--- config.mk ---
export PLATFORM = sky130hd
export DESIGN_NAME = div_share_ctrl
export DESIGN_NICKNAME = d
export VERILOG_FILES = /design/src/rtl/div_share_ctrl.sv
export SDC_FILE = /design/constraint.sdc
export NUM_CORES = 1
export LEC_CHECK = 0
export CELL_PAD_IN_SITES_DETAIL_PLACEMENT = 1
export CELL_PAD_IN_SITES_GLOBAL_PLACEMENT = 1
export CORE_ASPECT_RATIO = 0.5
export CORE_MARGIN = 4
export CORE_UTILIZATION = 29
export CTS_CLUSTER_DIAMETER = 200
export CTS_CLUSTER_SIZE = 10
export DETAILED_ROUTE_END_ITERATION = 10
export GPL_ROUTABILITY_DRIVEN = 1
export GPL_TIMING_DRIVEN = 0
export PLACE_DENSITY_LB_ADDON = 0.1
export SLEW_MARGIN = 10
export SYNTH_ARGS = -nofsm -noshare
export SYNTH_HDL_FRONTEND = slang
export SYNTH_SLANG_ARGS = --single-unit
--- constraint.sdc ---
create_clock -name clk -period 3 [get_ports clk]
set_clock_uncertainty 0.1 [all_clocks]
set_input_delay 0.3 -clock clk [delete_from_list [all_inputs] [get_ports clk]]
set_output_delay 0.3 -clock clk [all_outputs]
set_load 0.02 [all_outputs]
--- src/rtl/div_share_ctrl.sv ---
// Shares one iterative divider between the EX issue lanes, serialising requests oldest-lane first.
// Optional DIV_ZERO_BYPASS_EN answers zero-divisor requests locally without starting the divider.
module div_share_ctrl #(
    parameter int unsigned DATA_WIDTH = 32,
    parameter int unsigned LANES      = 2
) (
    input  logic                                clk,
    input  logic                                rst,
    input  logic                                flush,
    input  logic                                hold,
    input  logic [LANES-1:0]                    req_valid,
    input  logic [LANES-1:0]                    req_signed,
    input  logic [LANES-1:0][DATA_WIDTH-1:0]    req_a,
    input  logic [LANES-1:0][DATA_WIDTH-1:0]    req_b,
    output logic [LANES-1:0]                    lane_stall_req,
    output logic [LANES-1:0]                    res_valid,
    output logic [LANES-1:0][DATA_WIDTH-1:0]    res_quot,
    output logic [LANES-1:0][DATA_WIDTH-1:0]    res_rem,
    output logic                                div_start,
    output logic                                div_signed,
    output logic [DATA_WIDTH-1:0]               div_a,
    output logic [DATA_WIDTH-1:0]               div_b,
    output logic                                div_abort,
    input  logic                                div_done,
    input  logic [DATA_WIDTH-1:0]               div_quot,
    input  logic [DATA_WIDTH-1:0]               div_rem
);

    localparam int unsigned LW = (LANES > 1) ? $clog2(LANES) : 1;

    typedef enum logic [1:0] {
        IDLE,
        ISSUE,
        WAIT
    } state_t;

    state_t                             state;
    logic [LW-1:0]                      cur;
    logic [LANES-1:0]                   done;
    logic [LANES-1:0][DATA_WIDTH-1:0]   quot_buf;
    logic [LANES-1:0][DATA_WIDTH-1:0]   rem_buf;

    logic [LANES-1:0]                   pend;
    logic                               sel_found;
    logic [LW-1:0]                      sel;
    logic                               advance;
    logic                               bypass;

    assign pend           = req_valid & ~done;
    assign lane_stall_req = pend;
    assign res_valid      = done;
    assign res_quot       = quot_buf;
    assign res_rem        = rem_buf;
    assign advance        = ~hold & ~|pend;

    // A divide finishing in the flush cycle needs no cancel; reset clears the divider itself.
    assign div_abort = flush & ~rst & (state != IDLE) & ~div_done;

    // Scan downward so the oldest (lowest-numbered) pending lane wins.
    always_comb begin
        sel_found = 1'b0;
        sel       = '0;
        for (int unsigned i = LANES; i > 0; i--) begin
            if (pend[i-1]) begin
                sel_found = 1'b1;
                sel       = LW'(i - 1);
            end
        end
    end

`ifdef DIV_ZERO_BYPASS_EN
    assign bypass = (req_b[sel] == '0);
`else
    assign bypass = 1'b0;
`endif

    always_ff @(posedge clk) begin
        if (rst) begin
            state      <= IDLE;
            cur        <= '0;
            done       <= '0;
            quot_buf   <= '0;
            rem_buf    <= '0;
            div_start  <= 1'b0;
            div_signed <= 1'b0;
            div_a      <= '0;
            div_b      <= '0;
        end else begin
            div_start <= 1'b0;
            if (flush) begin
                done  <= '0;
                state <= IDLE;
            end else begin
                if (advance) begin
                    done <= '0;
                end
                case (state)
                    IDLE: begin
                        if (sel_found) begin
                            if (bypass) begin
                                done[sel]     <= 1'b1;
                                quot_buf[sel] <= '1;
                                rem_buf[sel]  <= req_a[sel];
                            end else begin
                                div_signed <= req_signed[sel];
                                div_a      <= req_a[sel];
                                div_b      <= req_b[sel];
                                cur        <= sel;
                                div_start  <= 1'b1;
                                state      <= ISSUE;
                            end
                        end
                    end
                    ISSUE: begin
                        state <= WAIT;
                    end
                    WAIT: begin
                        if (div_done) begin
                            // A lane whose request vanished mid-flight gets no result.
                            if (req_valid[cur]) begin
                                done[cur]     <= 1'b1;
                                quot_buf[cur] <= div_quot;
                                rem_buf[cur]  <= div_rem;
                            end
                            state <= IDLE;
                        end
                    end
                    default: begin
                        state <= IDLE;
                    end
                endcase
            end
        end
    end

endmodule
==> flow_summary.toml, run 1 <==
[synthesis]
synth_ff_type = "dfxtp_1"
synth-async-reset-ratio_pct = 0
mappedNetlistNets = 1153
yosys.area_share.xor_xnor_pct = 0
synth.area.mux_share_pct = 0.1340
synth_area_leaders = "dfxtp_1, nand2_1, a21oi_1"
ys_seq_elements = 199
syn-cell-area_um2 = 7472
avgSynthCellArea_um2 = 7.849
yosys.area_share.simple_pct = 21.17
ys_seq_area_share_pct = 53.32
synth_fa_ha_area_share_pct = 0
postSynthCellCount = 952
yosysWarnings = 0
synth.largest_area_cell = "dfxtp_1"
ys_types = 27
synth_top_family_by_area = "simple AND/OR/NAND/NOR gates"
synth_top_area_share_pct = 53.32
synth_edf_count = 0
synth_compound_area_share_pct = 20.08

[run]
maxCapViolations = 0

[clocking]
cts_sinks = 199
tritoncts = "yes"
postCtsSetupBuffers = 0
hold_buffers = 0
cts_buffers = 17
post_cts_resized = 0
worstSkewPairLatency_ps = 440
clk_pin_slew_ps = 60
cts_buffer_depth = 2
clock-root-buffer = "clkbuf_16"
cts.htree.levels = 4

[route]
drt-initial-drc-count = 325
wl_per_cell_um = 18.38
vias = 8187
routed_wirelength_um = 31770
ant_nets = 0
route.detailed.drc = 0
via_per_inst = 4.738
drt-pass1-iter-count = 4

[worst_hold_path]
hold_depth = 2
hold_class = "in2reg"

[global_route]
grt_use_total_pct = 21.55
antenna_found_initial = 5
grt_pass1_wl_um = 48340
grt_pass1_vias = 8776
gr-total-overflow = 0
grt_max_degree = 17

[sta]
hold_ws_ps = 61.93
max_freq_mhz = 423.3
maxSlewHeadroom_pct = 45.83
finalCritPeriodShare_pct = 78.75
worstMarginPinSlew_ps = 808.1
rsz0062_at_grt = "no"
timing.final.hold_violations = 0
fin_setup_tns_ps = 0
finalSetupViolCount = 0
period_needed_ps = 2363
finalMaxSlewViolations = 0

[critical_path]
crit_path_max_incr_delay_ps = 710
cp-start-kind = "primary input"
crit_path_frequent_cell = "clkbuf_1"
cp.required_ps = 2600
crit_chain = "clkbuf_1, clkbuf_1, nor4b_1, clkdlybuf4s50_1"
crit_path_end_kind = "primary output"
rr_worst_depth = 5
critPathSlowestCell = "clkdlybuf4s50_1"
worstPathMaxFanout = 10
crit_type = "in2out"
crit_arrival_ps = 1960

[power]
finalPower_mw = 5.839
power_density_nw_per_um2 = 470.1
p_leak_nw = 4.226
vdd_drop_max_mv = 0.3164

[die]
die-area_um2 = 28550
core-area_um2 = 25290
ioPinCount = 400
start_util_pct = 29.55
die_w_um = 235.0
die_h_um = 121.5
row_count = 41

[final_layout]
layout_common_cells = "clkdlybuf4s50_1, nand2_1, dfxtp_1, a21oi_1, nor2_1"
fillCellCount = 3066
layout.cells.non_filler = 1728
syn_to_final_growth_pct = 66.23
final_nets = 1569
drive_above_1_share_pct = 5.507
layout_commonest_cell = "clkdlybuf4s50_1"

[outcome]
status = "finished clean"

[placed_design]
dp.cells = 1693
dpl.hpwl_um = 24880
io_buffers = 397
gp_congestion = 0.8135
==> area by class of cell <==
type	count	area [um2]	share of cell area [%]
Antenna cell	4	10.01	0.08059
Inverter	1	3.754	0.03022
Timing Repair Buffer	397	3974	31.99
Sequential cell	199	3984	32.07
Tap cell	344	430.4	3.465
Multi-Input combinational cell	673	3092	24.89
Buffer	79	392.9	3.163
Clock buffer	22	464.2	3.737
Clock inverter	9	70.07	0.5641
==> cells by family after synthesis <==
family,count (synthesis)
DFF,199
AOI/OAI and AO/OA,265
buffers and inverters,80
and+or+nand+nor,407
muxes,1
==> metrics by stage <==
| stage | area (um2) | util, % | setup slack (ps) |
|---|---|---|---|
| after global routing | 12420 | 49.10 | 416.5 |
| after CTS | 12410 | 49.07 | 589.1 |
| after detailed placement | 11880 | 46.96 | 471.3 |
| after floorplan | 7472 | - | 1143 |
| final | 12420 | 49.11 | 637.4 |
| after global placement | 11880 | 46.96 | 538.8 |
==> registers in the layout (all words and copies together), names as in the netlist, 2 cells and up <==
signal	count
res_valid	2
div_a	32
div_b	32
res_quot	64
state	2
res_rem	64
==> critical path: cells and delay by family <==
| family | cells | cell delay [ps] |
|---|---|---|
| buf+inv | 3 | 1310 |
| simple gates | 1 | 350 |
==> Yosys cell counts (2+ instances only) <==
library cell,count
o21ai_0,2
dfxtp_1,199
a211oi_1,67
nand3b_1,2
nor2_1,69
nand2_1,324
buf_6,6
buf_2,38
nor4b_1,2
clkbuf_1,33
nor3_2,2
a21oi_1,193
==> path summary, 6_finish.rpt <==
check | from | to | slack (ps)
worst min register to register | res_rem[30] | res_rem[30] | 350
worst min-delay path | flush | res_valid[1] | 60
worst max register to register | state[0] | res_rem[51] | 930
worst max-delay path | rst | div_abort | 640
==> report_power, final <==
group | internal, mW | switching [mW]
logic | 0.462 | 0.428
clock network | 1.11 | 1.07
registers | 2.72 | 0.0466
total | 4.29 | 1.55
==> layer usage <==
metal | vias to the layer above | GRT usage (%) | wire (um)
li1 | 3991 | - | -
met1 | 3925 | 23.96 | 12790
met2 | 209 | 38.95 | 16160
met3 | 58 | 6.676 | 1913
met4 | 4 | 8.662 | 879
met5 | - | 0 | 24
No activity file was read; power rests on OpenSTA's default activity.
==> inputs of run 2 (changes only) <==
- CORE_UTILIZATION: 29 -> 24
- clock period: 3 -> 2.1 ns (I/O delays scaled with it)
==> flow_summary.toml, run 2 (synthesis results as in run 1) <==
[outcome]
status = "finished clean"

[final_layout]
final_core_util_pct = 41.44
layout_common_cells = "clkdlybuf4s50_1, nand2_1, dfxtp_1, a21oi_1, nor2_1"
multi_input_area_um2 = 3115
syn_to_final_growth_pct = 69.24
seq_area_um2 = 3985
fin_area_um2 = 12650
drive_above_1_share_pct = 6.227
final_nets = 1569
fillCellCount = 3628
layout_commonest_cell = "clkdlybuf4s50_1"

[clocking]
clk_pin_slew_ps = 80
cts_buffers = 17
worstSkewPairLatency_ps = 440
tritoncts = "yes"
cts.htree.levels = 4
cts_buffer_depth = 2
cts_sinks = 199
clock-root-buffer = "clkbuf_16"
postCtsSetupBuffers = 0

[critical_path]
crit_type = "in2out"
crit_path_max_incr_delay_ps = 550
crit_path_end_kind = "primary output"
cp.buffers_inverters = 3
cp-start-kind = "primary input"
worstPathMaxFanout = 9
r2r_slack_ps = 130
crit_chain = "dlygate4sd3_1, buf_2, nor4b_1, dlygate4sd2_1"
crit_family = "buffers and inverters"
crit_arrival_ps = 1700
cp.required_ps = 1790
critPathSlowestCell = "dlygate4sd3_1"

[route]
vias = 8063
routed_wirelength_um = 32740
route.detailed.drc = 0
ant_nets = 0
via_per_inst = 4.465
drt-pass1-iter-count = 4
wl_per_cell_um = 18.13
drt-initial-drc-count = 286

[sta]
maxSlewHeadroom_pct = 56.72
finalCritPeriodShare_pct = 95.74
max_freq_mhz = 497.4
finalSetupViolCount = 0
timing.final.hold_violations = 0
finalMaxSlewViolations = 0
hold_ws_ps = 216.7
period_needed_ps = 2010
rsz0062_at_grt = "no"
worstMarginPinSlew_ps = 649.2

[placed_design]
postPlaceCellArea_um2 = 11980
gp_congestion = 0.7855
io_buffers = 397
dpl.hpwl_um = 25560

[die]
ioPinCount = 400
die_w_um = 257.5
core-area_um2 = 30520
start_util_pct = 24.49
die-area_um2 = 34190
die_h_um = 132.8
row_count = 45

[power]
vdd_drop_max_mv = 0.5473
internal_power_mw = 6.456
power_density_nw_per_um2 = 688.9
seqPwrFrac_pct = 45.4
p_leak_nw = 4.319
p_clk_share_pct = 39.9
p_switching_mw = 2.257
pwr-share-comb_pct = 14.7
switching_share_pct = 25.90

[worst_hold_path]
hold_class = "in2reg"

[global_route]
antenna_found_initial = 2
gr-total-overflow = 0
grt_pass1_wl_um = 50750
grt_use_total_pct = 18.82
grt_pass1_vias = 8654
grt_max_degree = 18

[run]
maxCapViolations = 0
[run 2: cell types whose count changed in the layout (fill, tap and decap cells not counted), moves of 3 or more]
cell             previous run  this run
clkdlybuf4s50_1           397       394
buf_2                      38        30
bufinv_16                   0         3
clkbuf_4                    0         8
clkbuf_1                   36        30
clkbuf_2                    0         5
[run 2: worst paths after layout]
path / start / endpoint / cells after the start
setup reg to reg: state[0] / res_rem[4] / 6
hold reg to reg: res_quot[0] / res_quot[0] / 2
setup / recovery: flush / div_abort / 4
hold / removal: req_a[35] / div_a[3] / 3
[run 2: layer usage]
layer	vias to the layer above	GRT usage (%)	share of wire (%)
li1	3997	-	-
met1	3883	20.89	40
met2	152	35.62	54
met3	31	4.858	4.1
met4	0	5.327	2.0
met5	-	0	0
[run 2: through the flow]
step / setup TNS, ps / setup slack, ps / std cells / power (mW)
after floorplan: 0 / 403.6 / 952 / 4.528
after global placement: -28590 / -264.9 / 1772 / 5.310
after detailed placement: -38590 / -369.3 / 1772 / 5.330
after CTS: 0 / 21.73 / 1805 / 8.857
after global routing: 0 / 3.521 / 1806 / 9.110
final: 0 / 89.51 / 1806 / 8.712
[run 2: area by class of cell]
class                           instances  share of cell area (%)
Timing Repair Buffer                  398                   31.53
Clock inverter                         13                   1.355
Clock buffer                           19                   3.423
Multi-Input combinational cell        673                   24.64
Sequential cell                       199                   31.51
Tap cell                              423                   4.185
Buffer                                 78                   3.285
Antenna cell                            2                 0.03958
Inverter                                1                 0.02968
[run 2: repair_timing]
item                                    4_1_cts  5_1_grt
cloned                                        0        0
hold buffers                                  1        0
pin swaps                                     0        2
endpoints found under the setup margin       50      161
gates resized for setup                       3       21
endpoints found under the hold margin         3        0
[run 2: power groups by stage]
stage / Clock (mW) / Combinational, mW / Sequential (mW)
finish: 3.48 / 1.28 / 3.95
global route: 3.75 / 1.39 / 3.97
CTS: 3.61 / 1.30 / 3.95
detailed placement: 0 / 1.29 / 4.04
global placement: 0 / 1.28 / 4.04
floorplan: 0 / 0.352 / 4.18
[run 2: worst register-to-register path, delay by kind of cell, from the launching register on]
kind            cells  cell delay, ps
simple gates        3             870
buf+inv             2             430
flops               1             370
compound gates      1              70
==> inputs of run 3 (changes only) <==
--- a/config.mk
+++ b/config.mk
@@ -18,3 +18,3 @@
 export PLACE_DENSITY_LB_ADDON = 0.1
-export SLEW_MARGIN = 10
+export SLEW_MARGIN = 40
 export SYNTH_ARGS = -nofsm -noshare
--- a/constraint.sdc
+++ b/constraint.sdc
@@ -4,2 +4,2 @@
 set_output_delay 0.21 -clock clk [all_outputs]
-set_load 0.02 [all_outputs]
+set_load 0.005 [all_outputs]
==> flow_summary.toml, run 3 (synthesis results as in run 1) <==
[outcome]
status = "finished clean"

[final_layout]
seq_area_um2 = 3985
layout_commonest_cell = "clkdlybuf4s50_1"
drive_above_1_share_pct = 6.227
multi_input_area_um2 = 3115
fillCellCount = 3627
layout_common_cells = "clkdlybuf4s50_1, nand2_1, dfxtp_1, a21oi_1, nor2_1"
syn_to_final_growth_pct = 69.17
final_nets = 1569

[clocking]
cts_buffer_depth = 2
clk_pin_slew_ps = 80
worstSkewPairLatency_ps = 440
tritoncts = "yes"
clock-root-buffer = "clkbuf_16"
cts_buffers = 17
cts_sinks = 199
cts.htree.levels = 4

[global_route]
grt_use_total_pct = 18.82
grt_pass1_vias = 8654
grt_pass1_wl_um = 50750
grt_max_degree = 18
antenna_found_initial = 2
gr-total-overflow = 0

[critical_path]
cp-start-kind = "register"
rr_worst_depth = 6
r2r_slack_ps = 130
crit_arrival_ps = 2170
r2r_end = "res_rem[4]"
worstPathMaxFanout = 10
critPathSlowestCell = "or4b_1"
r2r_start = "state[0]"
crit_type = "reg2reg"
crit_path_end_kind = "register"
cp.required_ps = 2300
crit_chain = "nand3b_1, or4b_1, clkbuf_4, buf_6, nand2_1, a21oi_1"
crit_path_max_incr_delay_ps = 510

[sta]
finalCritPeriodShare_pct = 93.93
period_needed_ps = 1973
finalWorstSetupSlack_ps = 127.4
fin_setup_tns_ps = 0
finalSetupViolCount = 0
rsz0062_at_grt = "no"
maxSlewHeadroom_pct = 56.72
finalMaxSlewViolations = 0
max_freq_mhz = 506.9
worstMarginPinSlew_ps = 649.2
timing.final.hold_violations = 0

[power]
internal_power_mw = 6.455
p_switching_mw = 2.128
switching_share_pct = 24.79
seqPwrFrac_pct = 46.1
power_density_nw_per_um2 = 679.0
p_clk_share_pct = 40.5
pwr-share-comb_pct = 13.4
p_leak_nw = 4.300
vdd_drop_max_mv = 0.5493

[worst_hold_path]
hold_class = "in2reg"
hold_depth = 3
worstHoldStart = "req_a[35]"
hold-path-endpoint = "div_a[3]"

[route]
route.detailed.drc = 0
drt-pass1-iter-count = 4
routed_wirelength_um = 32760
drt-initial-drc-count = 287
wl_per_cell_um = 18.14
ant_nets = 0
vias = 8055
via_per_inst = 4.460

[run]
maxCapViolations = 0

[die]
die_w_um = 257.5
start_util_pct = 24.49
core-area_um2 = 30520
row_count = 45
die_h_um = 132.8
ioPinCount = 400
die-area_um2 = 34190

[placed_design]
dp_slack_ps = -369.3
gp_congestion = 0.7855
io_buffers = 397
dpl.hpwl_um = 25560
-- run 3: changes by cell type in the layout (fill, tap and decap cells not counted) --
cell / delta
clkdlybuf4s50_1: +2
dlymetal6s2s_1: -2
-- run 3: routing by layer --
layer	vias up	part of all wire (%)	GRT usage (%)
met1	3883	40	20.89
met5	-	0	0
met3	31	4.1	4.858
met4	0	2.0	5.327
li1	3997	-	-
met2	144	54	35.62
-- run 3: area by class of cell --
type	count	area share (%)
repair buffers	398	31.51
diodes	2	0.03959
inverters	1	0.02969
clock buffers	19	3.425
multi-input cells	673	24.65
clock inverters	13	1.356
plain buffers	78	3.286
well taps	423	4.187
flip-flops and latches	199	31.53
-- run 3: worst max-delay path by stage --
stage,from,end,slack [ps],cells past startpoint
after CTS,state[0],res_rem[55],30,6
after detailed placement,div_done,res_quot[62],-370,6
after floorplan,state[0],res_quot[0],430,6
after global routing,state[0],res_rem[4],4,6
final,state[0],res_rem[4],130,6
after global placement,div_done,res_quot[56],-260,6
-- run 3: through the flow --
stage | cell area [um2] | util, % | hold WS, ps | power (mW) | instances
floorplan | 7472 | - | 246.0 | 4.395 | 952
global placement | 11980 | 39.24 | 342.8 | 5.177 | 1772
detailed placement | 11980 | 39.24 | 348.9 | 5.197 | 1772
CTS | 12600 | 41.28 | 191.7 | 8.724 | 1805
global route | 12640 | 41.42 | 202.4 | 8.978 | 1806
finish | 12640 | 41.42 | 216.4 | 8.583 | 1806
-- run 3: timing repair --
action / in CTS / in global routing
setup buffers: 0 / 0
resized for setup: 3 / 19
endpoints found under the setup margin: 50 / 159
pin swaps: 0 / 2
hold buffers: 1 / 0
hold endpoints to repair: 3 / 0
-- run 3: power groups by stage --
stage	clock network [mW]	registers [mW]	logic [mW]
after CTS	3.61	3.95	1.17
after global placement	0	4.04	1.14
after detailed placement	0	4.04	1.16
after floorplan	0	4.05	0.350
final	3.48	3.95	1.15
after global routing	3.75	3.97	1.25
-- run 3: worst max-delay path: cells and delay by family, from the launching register on --
family | cells | cell delay (ps)
buffers and inverters | 2 | 430
AOI/OAI and AO/OA | 1 | 70
DFF | 1 | 370
and+or+nand+nor | 3 | 870
